### config.mk
export PLATFORM = sky130hd
export DESIGN_NAME = seg7_scan_ctrl
export DESIGN_NICKNAME = d
export VERILOG_FILES = /design/src/rtl/seg7_scan_ctrl.sv
export SDC_FILE = /design/constraint.sdc
export NUM_CORES = 1
export LEC_CHECK = 0
export CAP_MARGIN = 20
export CELL_PAD_IN_SITES_DETAIL_PLACEMENT = 1
export CELL_PAD_IN_SITES_GLOBAL_PLACEMENT = 1
export CORE_ASPECT_RATIO = 0.75
export CORE_MARGIN = 2
export CORE_UTILIZATION = 36
export CTS_CLUSTER_SIZE = 28
export DETAILED_ROUTE_END_ITERATION = 6
export PLACE_DENSITY_LB_ADDON = 0.2
export SYNTH_ARGS = -nofsm -noshare
export SYNTH_HDL_FRONTEND = slang
export SYNTH_SLANG_ARGS = --single-unit
export TNS_END_PERCENT = 10
### constraint.sdc
create_clock -name clk -period 1.8 [get_ports clk]
set_clock_uncertainty 0.05 [all_clocks]
set_input_delay 0.36 -clock clk [delete_from_list [all_inputs] [get_ports clk]]
set_output_delay 0.36 -clock clk [all_outputs]
set_load 0.05 [all_outputs]
### src/rtl/seg7_scan_ctrl.sv
`default_nettype none
// ============================================================================
//  Module      : seg7_scan_ctrl
//  Description : Time-multiplexed scan controller for a row of common-cathode
//                seven-segment digits sharing one external seg7 decoder.
//                Holds a digit register file written through a valid/ready
//                port, alternates BLANK/SHOW slots per digit, applies tear-free
//                updates, PWM brightness and leading-zero suppression.
//  Revision    : 1.0 - initial release
// ============================================================================
module seg7_scan_ctrl #(
  parameter int NUM_DIGITS   = 4,
  parameter int DWELL_CYCLES = 250,
  parameter int BLANK_CYCLES = 8,
  localparam int AW = $clog2(NUM_DIGITS)
) (
  input  logic                  clk,
  input  logic                  reset,
  input  logic                  wr_valid,
  output logic                  wr_ready,
  input  logic [AW-1:0]         wr_addr,
  input  logic [3:0]            wr_data,
  input  logic                  lz_en,
  input  logic [3:0]            brightness,
  output logic [3:0]            bcd_out,
  input  logic [6:0]            seg_in,
  output logic [6:0]            seg_out,
  output logic [NUM_DIGITS-1:0] digit_en,
  output logic                  frame_tick
);

  // Slot counter must hold the longer of the two slot lengths.
  localparam int MAXC = (DWELL_CYCLES > BLANK_CYCLES) ? DWELL_CYCLES : BLANK_CYCLES;
  localparam int CW   = $clog2(MAXC);

  localparam logic [CW-1:0] DWELL_LAST = CW'(DWELL_CYCLES - 1);
  localparam logic [CW-1:0] BLANK_LAST = CW'(BLANK_CYCLES - 1);
  localparam logic [AW-1:0] IDX_LAST   = AW'(NUM_DIGITS - 1);

  // Scan states
  localparam logic [0:0] ST_BLANK = 1'b0;
  localparam logic [0:0] ST_SHOW  = 1'b1;

  logic [0:0]    state;
  logic [CW-1:0] slot_cnt;
  logic [AW-1:0] idx;
  logic [3:0]    pwm_cnt;
  logic [3:0]    bright_q;
  logic [3:0]    digits [NUM_DIGITS];

  logic          pending;
  logic [AW-1:0] pend_addr;
  logic [3:0]    pend_data;
  logic          pend_addr_ok;

  logic          blank_end;
  logic          show_end;
  logic          commit_slot;
  logic          zero_from_idx;
  logic          suppress;
  logic          lit;

  assign blank_end   = (state == ST_BLANK) && (slot_cnt == BLANK_LAST);
  assign show_end    = (state == ST_SHOW)  && (slot_cnt == DWELL_LAST);
  // Digit updates land only at the start of a BLANK slot so a lit digit
  // never changes value part-way through its SHOW time.
  assign commit_slot = (state == ST_BLANK) && (slot_cnt == '0);

  // Out-of-range addresses only exist when NUM_DIGITS is not a power of two.
  generate
    if ((1 << AW) == NUM_DIGITS) begin : g_addr_full
      assign pend_addr_ok = 1'b1;
    end else begin : g_addr_partial
      localparam logic [AW:0] NUM_LIM = (AW + 1)'(NUM_DIGITS);
      assign pend_addr_ok = ({1'b0, pend_addr} < NUM_LIM);
    end
  endgenerate

  // Scan sequencer: BLANK gap, then SHOW dwell, then move to the next digit.
  always_ff @(posedge clk) begin
    if (reset) begin
      state    <= ST_BLANK;
      slot_cnt <= '0;
      idx      <= '0;
    end else begin
      case (state)
        ST_BLANK: begin
          if (blank_end) begin
            state    <= ST_SHOW;
            slot_cnt <= '0;
          end else begin
            slot_cnt <= slot_cnt + 1'b1;
          end
        end
        default: begin
          if (show_end) begin
            state    <= ST_BLANK;
            slot_cnt <= '0;
            idx      <= (idx == IDX_LAST) ? '0 : idx + 1'b1;
          end else begin
            slot_cnt <= slot_cnt + 1'b1;
          end
        end
      endcase
    end
  end

  // PWM phase counter restarts for every SHOW; brightness is frozen per slot.
  always_ff @(posedge clk) begin
    if (reset) begin
      pwm_cnt  <= 4'd0;
      bright_q <= 4'd0;
    end else if (blank_end) begin
      pwm_cnt  <= 4'd0;
      bright_q <= brightness;
    end else if (state == ST_SHOW) begin
      pwm_cnt  <= pwm_cnt + 4'd1;
    end
  end

  // Single-entry write buffer: accept when empty, retire at a slot boundary.
  always_ff @(posedge clk) begin
    if (reset) begin
      pending   <= 1'b0;
      pend_addr <= '0;
      pend_data <= 4'd0;
      for (int i = 0; i < NUM_DIGITS; i++) begin
        digits[i] <= 4'd0;
      end
    end else if (pending && commit_slot) begin
      if (pend_addr_ok) begin
        digits[pend_addr] <= pend_data;
      end
      pending <= 1'b0;
    end else if (wr_valid && !pending) begin
      pending   <= 1'b1;
      pend_addr <= wr_addr;
      pend_data <= wr_data;
    end
  end

  // True when the current digit and every more-significant digit are zero.
  always_comb begin
    zero_from_idx = 1'b1;
    for (int i = 0; i < NUM_DIGITS; i++) begin
      if ((i >= int'(idx)) && (digits[i] != 4'd0)) begin
        zero_from_idx = 1'b0;
      end
    end
  end

  assign suppress = lz_en && (idx != '0) && zero_from_idx;
  assign lit      = (state == ST_SHOW) && !suppress && (pwm_cnt <= bright_q);

  assign wr_ready   = !pending;
  // Decoder input tracks idx through BLANK as well, giving it time to settle.
  assign bcd_out    = digits[idx];
  assign digit_en   = lit ? (NUM_DIGITS'(1) << idx) : '0;
  assign seg_out    = (|digit_en) ? seg_in : 7'd0;
  assign frame_tick = show_end && (idx == IDX_LAST);

endmodule
`default_nettype wire

==> results of run 1 <==
## final timing paths
check | cells past startpoint | from | slack, ns | end
worst max register to register | 6 | slot_cnt[6] | 0.03 | digits[0][1]
worst min register to register | 2 | bright_q[3] | 0.47 | bright_q[3]
worst min-delay path | 2 | bright_q[3] | 0.47 | bright_q[3]
worst max-delay path | 6 | idx[1] | -0.52 | seg_out[2]
## kinds of logic after synthesis
family                   Yosys count  synth area share (%)
AND/OR/NAND/NOR                  103                  24.6
flip-flops                        44                  48.3
buffers and inverters             21                  3.71
multiplexers                      16                  9.75
adder cells (fa/ha/maj)           13                  7.54
XOR/XNOR                           9                  3.65
AO/OA/AOI/OAI                      8                  2.49
## layer usage
| metal | track usage [%] | vias to the layer above | wire, um |
|---|---|---|---|
| li1 | - | 895 | - |
| met1 | 23.3 | 885 | 2640 |
| met2 | 36.3 | 47 | 3320 |
| met3 | 4.69 | 18 | 235 |
| met4 | 7.84 | 0 | 162 |
| met5 | 0 | - | 0 |
## Yosys cell counts, drive strengths merged, types with 5 or more instances
cell type,instances
nand2,14
nor2,29
edfxtp,16
mux2i,12
xnor2,5
inv,12
and2,16
ha,13
dfxtp,28
nor3,16
clkbuf,8
## worst max-delay path: cells and delay by family (launching register included)
kind | cells | cell delay (ns)
AND/OR/NAND/NOR | 3 | 0.84
buffers and inverters | 2 | 0.27
flip-flops | 1 | 0.35
adder cells (fa/ha/maj) | 1 | 0.16
## what timing repair did
| item | 4_1_cts | 5_1_grt |
|---|---|---|
| setup buffers | 8 | 0 |
| setup endpoints to repair | 36 | 52 |
| pin swaps | 18 | 9 |
| cloned | 2 | 0 |
| gates resized for setup | 60 | 19 |
| hold buffers | 0 | 0 |
## state kept, by name, summed over array words and instances, names as in the netlist, named ones only
signal	count
pending	1
pend_addr	2
slot_cnt	8
pend_data	4
state	1
digits	16
bright_q	4
idx	2
pwm_cnt	4
## area by class of cell
cell class              instances  area [um2]  area share [%]
multi-input cells             149        1380            39.2
clock inverters                 3        46.3            1.32
clock buffers                   5        68.8            1.96
inverters                      12        45.0            1.28
well taps                      78        97.6            2.77
flip-flops and latches         44        1060            30.1
repair buffers                 83         822            23.4
## report_power, final
group	internal [mW]	switching, mW	total, mW
combinational	0.140	0.128	0.268
sequential	1.06	0.0344	1.10
clock	0.418	0.371	0.789
==> flow_metrics.tcl, run 1 <==
set metrics [dict create \
    layout_min_cycle_time_ns 2.32 \
    final_min_period_over_clock_period_pct 129 \
    detail_route.drc_violations 0 \
    netlist_top_cells_area "sky130_fd_sc_hd__dfxtp_1 (26%), sky130_fd_sc_hd__edfxtp_1 (22%), sky130_fd_sc_hd__ha_1 (7.5%), sky130_fd_sc_hd__mux2i_1 (5.6%), sky130_fd_sc_hd__nor2_1 (5.0%)" \
    cts_num_sinks 44 \
    total_number_of_nets_in_the_final_design 329 \
    pin_count 38 \
    fillers 614 \
    drive_gt1_share_pct 45.3 \
    power_per_cell_area_mw_per_mm2 612 \
    cts-buffers-inserted 5 \
    post_dp_cell_area_mm2 0.00299 \
    chipHeight_um 71.0 \
    cts-root-buf "sky130_fd_sc_hd__clkbuf_8" \
    post-dp-hpwl_um 4170 \
    timing.critical_path.mode_cell "sky130_fd_sc_hd__buf_6" \
    drt.antenna.violating_nets 0 \
    finish.cell_count_without_fillers 374 \
    vdd.ir_drop.worst_mv 0.476 \
    crit_path_category "reg2out" \
    ys_seq_elements 44 \
    leakagePower_nw 1.40 \
    synth_enable_flop_cells 16 \
    setup_ws_ns -0.522 \
    post-place-cells 357 \
    htree_levels 2 \
    outcome "finished with violations" \
    cts_buffer_depth 2 \
    critPathMaxFanout 7 \
    arrival_ns 1.91 \
    worst_hold_path_type "reg2reg" \
    synth.avg_cell_area_um2 10.1 \
    die_area_mm2 0.00663 \
    violations "negative setup slack" \
    placement.setup.worst_slack_ns -0.331 \
    postSynthNetCount 248 \
    timing.slew.headroom_pct 76.0 \
    timing_max_transition_violations_final 0 \
    finalWeightedCongestion 0.776 \
    power.total_mw 2.15 \
    port-buffer-count 37 \
    initial_antenna_violation_count 0 \
    grt-ovfl-total 0 \
    drt_pass1_iterations 4 \
    hold_slack_ns 0.473 \
    commonest_non_fill_non_tap_cell_in_the_layout "sky130_fd_sc_hd__buf_4" \
    worst_skew_late_latency_ns 0.30 \
    synthArstFlopShare_pct 0 \
    worst_slew_pin_slew_ns 0.358 \
    maxCapViolCount 0 \
    max_freq_mhz 431 \
    unrepaired_setup_endpoints_after_global_routing "yes" \
    die_width_um 93.4 \
    postSynthCellCount 214 \
    yosysWarningCount 0 \
    cts.clk_slew.worst_paths_ns 0.09 \
    antenna_cells_inserted 0 \
    critical_path.cell_chain "buf_6, ha_4, or4_4, nand2_4, nor3_4, buf_6" \
    layout.cell_area.non_filler_mm2 0.00352 \
    grt_use_total_pct 20.2 \
    setup_viol_count_final 16 \
    mappedNetlistArea_mm2 0.00216 \
    synthDominantAreaCellType "sky130_fd_sc_hd__dfxtp_1" \
    core_utilization_of_the_finished_layout_pct 60.7 \
    worst_ep_required_time_ns 1.39 \
    global_route_wire_length_before_repair_um 10100 \
    flow.area_growth_from_synthesis_pct 63.2 \
    yosysSeqAreaShare_pct 48.3 \
    core_region_area_mm2 0.00580 \
    largest_net_degree_at_the_start_of_global_routing 25 \
    cts_tree "built" \
    yosysTopAreaCellShare_pct 26.0 \
    wl_um 6360 \
    grt_pass1_vias 1990 \
    avgRoutedWirePerCell_um 17.0 \
    synth.distinct_cells 33 \
    vias 1845 \
    vias_per_cell 4.93 \
    type_of_origin_of_the_critical_path "flip-flop" \
    drt-initial-drc-count 88 \
    finalHoldViolations 0 \
    initial_core_util_pct 37.2 \
    fp-row-count 24 \
    dominantRegCellSynth "sky130_fd_sc_hd__dfxtp_1" \
    timing.critical_path.to_type "primary output" \
    crit_path_top_delay_cell "sky130_fd_sc_hd__or4_4" \
    mostFrequentLayoutCells "sky130_fd_sc_hd__buf_4 (39), sky130_fd_sc_hd__nor2_1 (28), sky130_fd_sc_hd__clkdlybuf4s50_1 (20)" \
    setup_tns_ns -6.59 \
    slowest_delay_ns 0.67 \
]
No activity file was read; power rests on OpenSTA's default activity.
==> run 2, diff against run 1 <==
Settings changed: ABC_CLOCK_PERIOD_IN_PS set to 1800, CORE_UTILIZATION 36 to 43, CTS_CLUSTER_SIZE 28 to 12, DONT_BUFFER_PORTS set to 1.
==> run 2 against run 1 <==
The flow finishes with violations (design-rule violations, negative setup slack). Sequential share of layout area increased by 2.6 points. Final area decreased by 8.1%. Sequential cell count unchanged. Critical path type unchanged. Critical endpoint unchanged. Highest routed layer unchanged.
==> flow_metrics.tcl, run 2 (synthesized netlist as in run 1, its figures left out) <==
set metrics [dict create \
    outcome "finished with violations" \
    violations "design-rule violations, negative setup slack" \
    drt.antenna.violating_nets 0 \
    placement.setup.worst_slack_ns -0.270 \
    cts.clk_slew.worst_paths_ns 0.08 \
    multiInputGateArea_mm2 0.00135 \
    grt_pass1_vias 1864 \
    cts_tree "built" \
    unrepaired_setup_endpoints_after_global_routing "yes" \
    maxCapViolCount 0 \
    cts-root-buf "sky130_fd_sc_hd__clkbuf_8" \
    crit_path_category "reg2out" \
    fillers 482 \
    timing_max_transition_violations_final 0 \
    final_min_period_over_clock_period_pct 132 \
    vdd.ir_drop.worst_mv 0.479 \
    cts_buffer_depth 2 \
    commonest_non_fill_non_tap_cell_in_the_layout "sky130_fd_sc_hd__buf_4" \
    avgRoutedWirePerCell_um 19.6 \
    pin_count 38 \
    worst_slew_pin_slew_ns 0.421 \
    registers_with_the_highest_flip_flop_counts "digits (16), slot_cnt (8)" \
    timing.slew.headroom_pct 71.9 \
    arrival_ns 1.97 \
    post-dp-hpwl_um 4230 \
    grt_use_total_pct 22.1 \
    initial_antenna_violation_count 0 \
    cts_num_sinks 44 \
    antenna_cells_inserted 0 \
    htree_levels 2 \
    worst_ep_required_time_ns 1.39 \
    die_area_mm2 0.00560 \
    detail_route.drc_violations 5 \
    fp-row-count 22 \
    die_width_um 85.8 \
    wl_um 6360 \
    registers.top_by_ff_count "digits" \
    type_of_origin_of_the_critical_path "flip-flop" \
    critPathMaxFanout 5 \
    cts-buffers-inserted 5 \
    ff_latch_area_mm2 0.00106 \
    largest_register_ff_count 16 \
    vias 1757 \
    setup_viol_count_final 31 \
    largest_net_degree_at_the_start_of_global_routing 26 \
    setup_tns_ns -7.42 \
    finalHoldViolations 0 \
    worst_hold_path_type "in2reg" \
    power.total_mw 1.93 \
    port-buffer-count 0 \
    timing.critical_path.to_type "primary output" \
    vias_per_cell 5.42 \
    global_route_wire_length_before_repair_um 9450 \
    initial_core_util_pct 44.3 \
    hold_buffers 0 \
    power_per_cell_area_mw_per_mm2 598 \
    leakagePower_nw 1.27 \
    chipHeight_um 65.3 \
    mostFrequentLayoutCells "sky130_fd_sc_hd__buf_4 (30), sky130_fd_sc_hd__nor2_1 (28), sky130_fd_sc_hd__dfxtp_1 (17)" \
    drive_gt1_share_pct 45.8 \
    total_number_of_nets_in_the_final_design 297 \
    flow.area_growth_from_synthesis_pct 49.9 \
    post-place-cells 311 \
    finalWeightedCongestion 0.796 \
    core_region_area_mm2 0.00487 \
    core_utilization_of_the_finished_layout_pct 66.4 \
    setup_ws_ns -0.576 \
    drt-initial-drc-count 71 \
    worst_skew_late_latency_ns 0.29 \
    max_freq_mhz 421 \
    grt-ovfl-total 0 \
    drt_pass1_iterations 6 \
    finish.cell_count_without_fillers 324 \
    layout_min_cycle_time_ns 2.38 \
]
-- run 2: worst max-delay path, stage by stage (launching register included) --
cell                        delay (ns)
sky130_fd_sc_hd__dfxtp_4          0.37
sky130_fd_sc_hd__buf_6            0.12
sky130_fd_sc_hd__ha_4             0.16
sky130_fd_sc_hd__nor2b_1          0.17
sky130_fd_sc_hd__o2111ai_1        0.17
sky130_fd_sc_hd__o21ai_2          0.27
sky130_fd_sc_hd__clkbuf_16        0.22
sky130_fd_sc_hd__nor3_4           0.05
sky130_fd_sc_hd__buf_12           0.14
-- run 2: timing repair --
action	in CTS	in global routing
cloned	1	1
gates resized for setup	23	38
setup endpoints to repair	45	46
pin swaps	10	24
buffers inserted	0	3
-- run 2: power breakdown --
part	switching, mW	total, mW	internal, mW	leakage [nW]
sequential	0.0341	1.09	1.06	0.399
combinational	0.105	0.193	0.0879	0.823
clock	0.331	0.644	0.313	0.0488
total	0.470	1.93	1.46	1.27
-- run 2: per-stage QoR --
| step | hold WS [ns] | cell area, um2 |
|---|---|---|
| floorplan | 0.395 | 2310 |
| global placement | 0.385 | 2850 |
| detailed placement | 0.385 | 2850 |
| CTS | 0.0688 | 3050 |
| global route | 0.0655 | 3230 |
| finish | 0.0827 | 3230 |
-- run 2: per-layer routing --
metal	track usage, %	up-vias	wire (um)
met1	27.9	863	2830
met4	5.36	0	118
li1	-	835	-
met3	4.52	13	212
met5	0	-	0
met2	39.2	46	3190
-- run 2: cell type report --
cell class / instances / share of cell area [%]
multi-input combinational: 149 / 41.7
sequential: 44 / 32.7
timing repair buffer: 51 / 18.9
clock buffer: 7 / 2.67
tap: 60 / 2.32
inverter: 12 / 1.47
clock inverter: 1 / 0.193
-- run 2: path summary, 6_finish.rpt --
| path | start | to | slack, ns | cells past startpoint |
|---|---|---|---|---|
| worst max-delay path | idx[0] | seg_out[2] | -0.58 | 8 |
| worst min-delay path | reset | pend_data[2] | 0.08 | 1 |
| worst max register to register | slot_cnt[6] | digits[1][2] | -0.05 | 5 |
| worst min register to register | bright_q[1] | bright_q[1] | 0.46 | 2 |
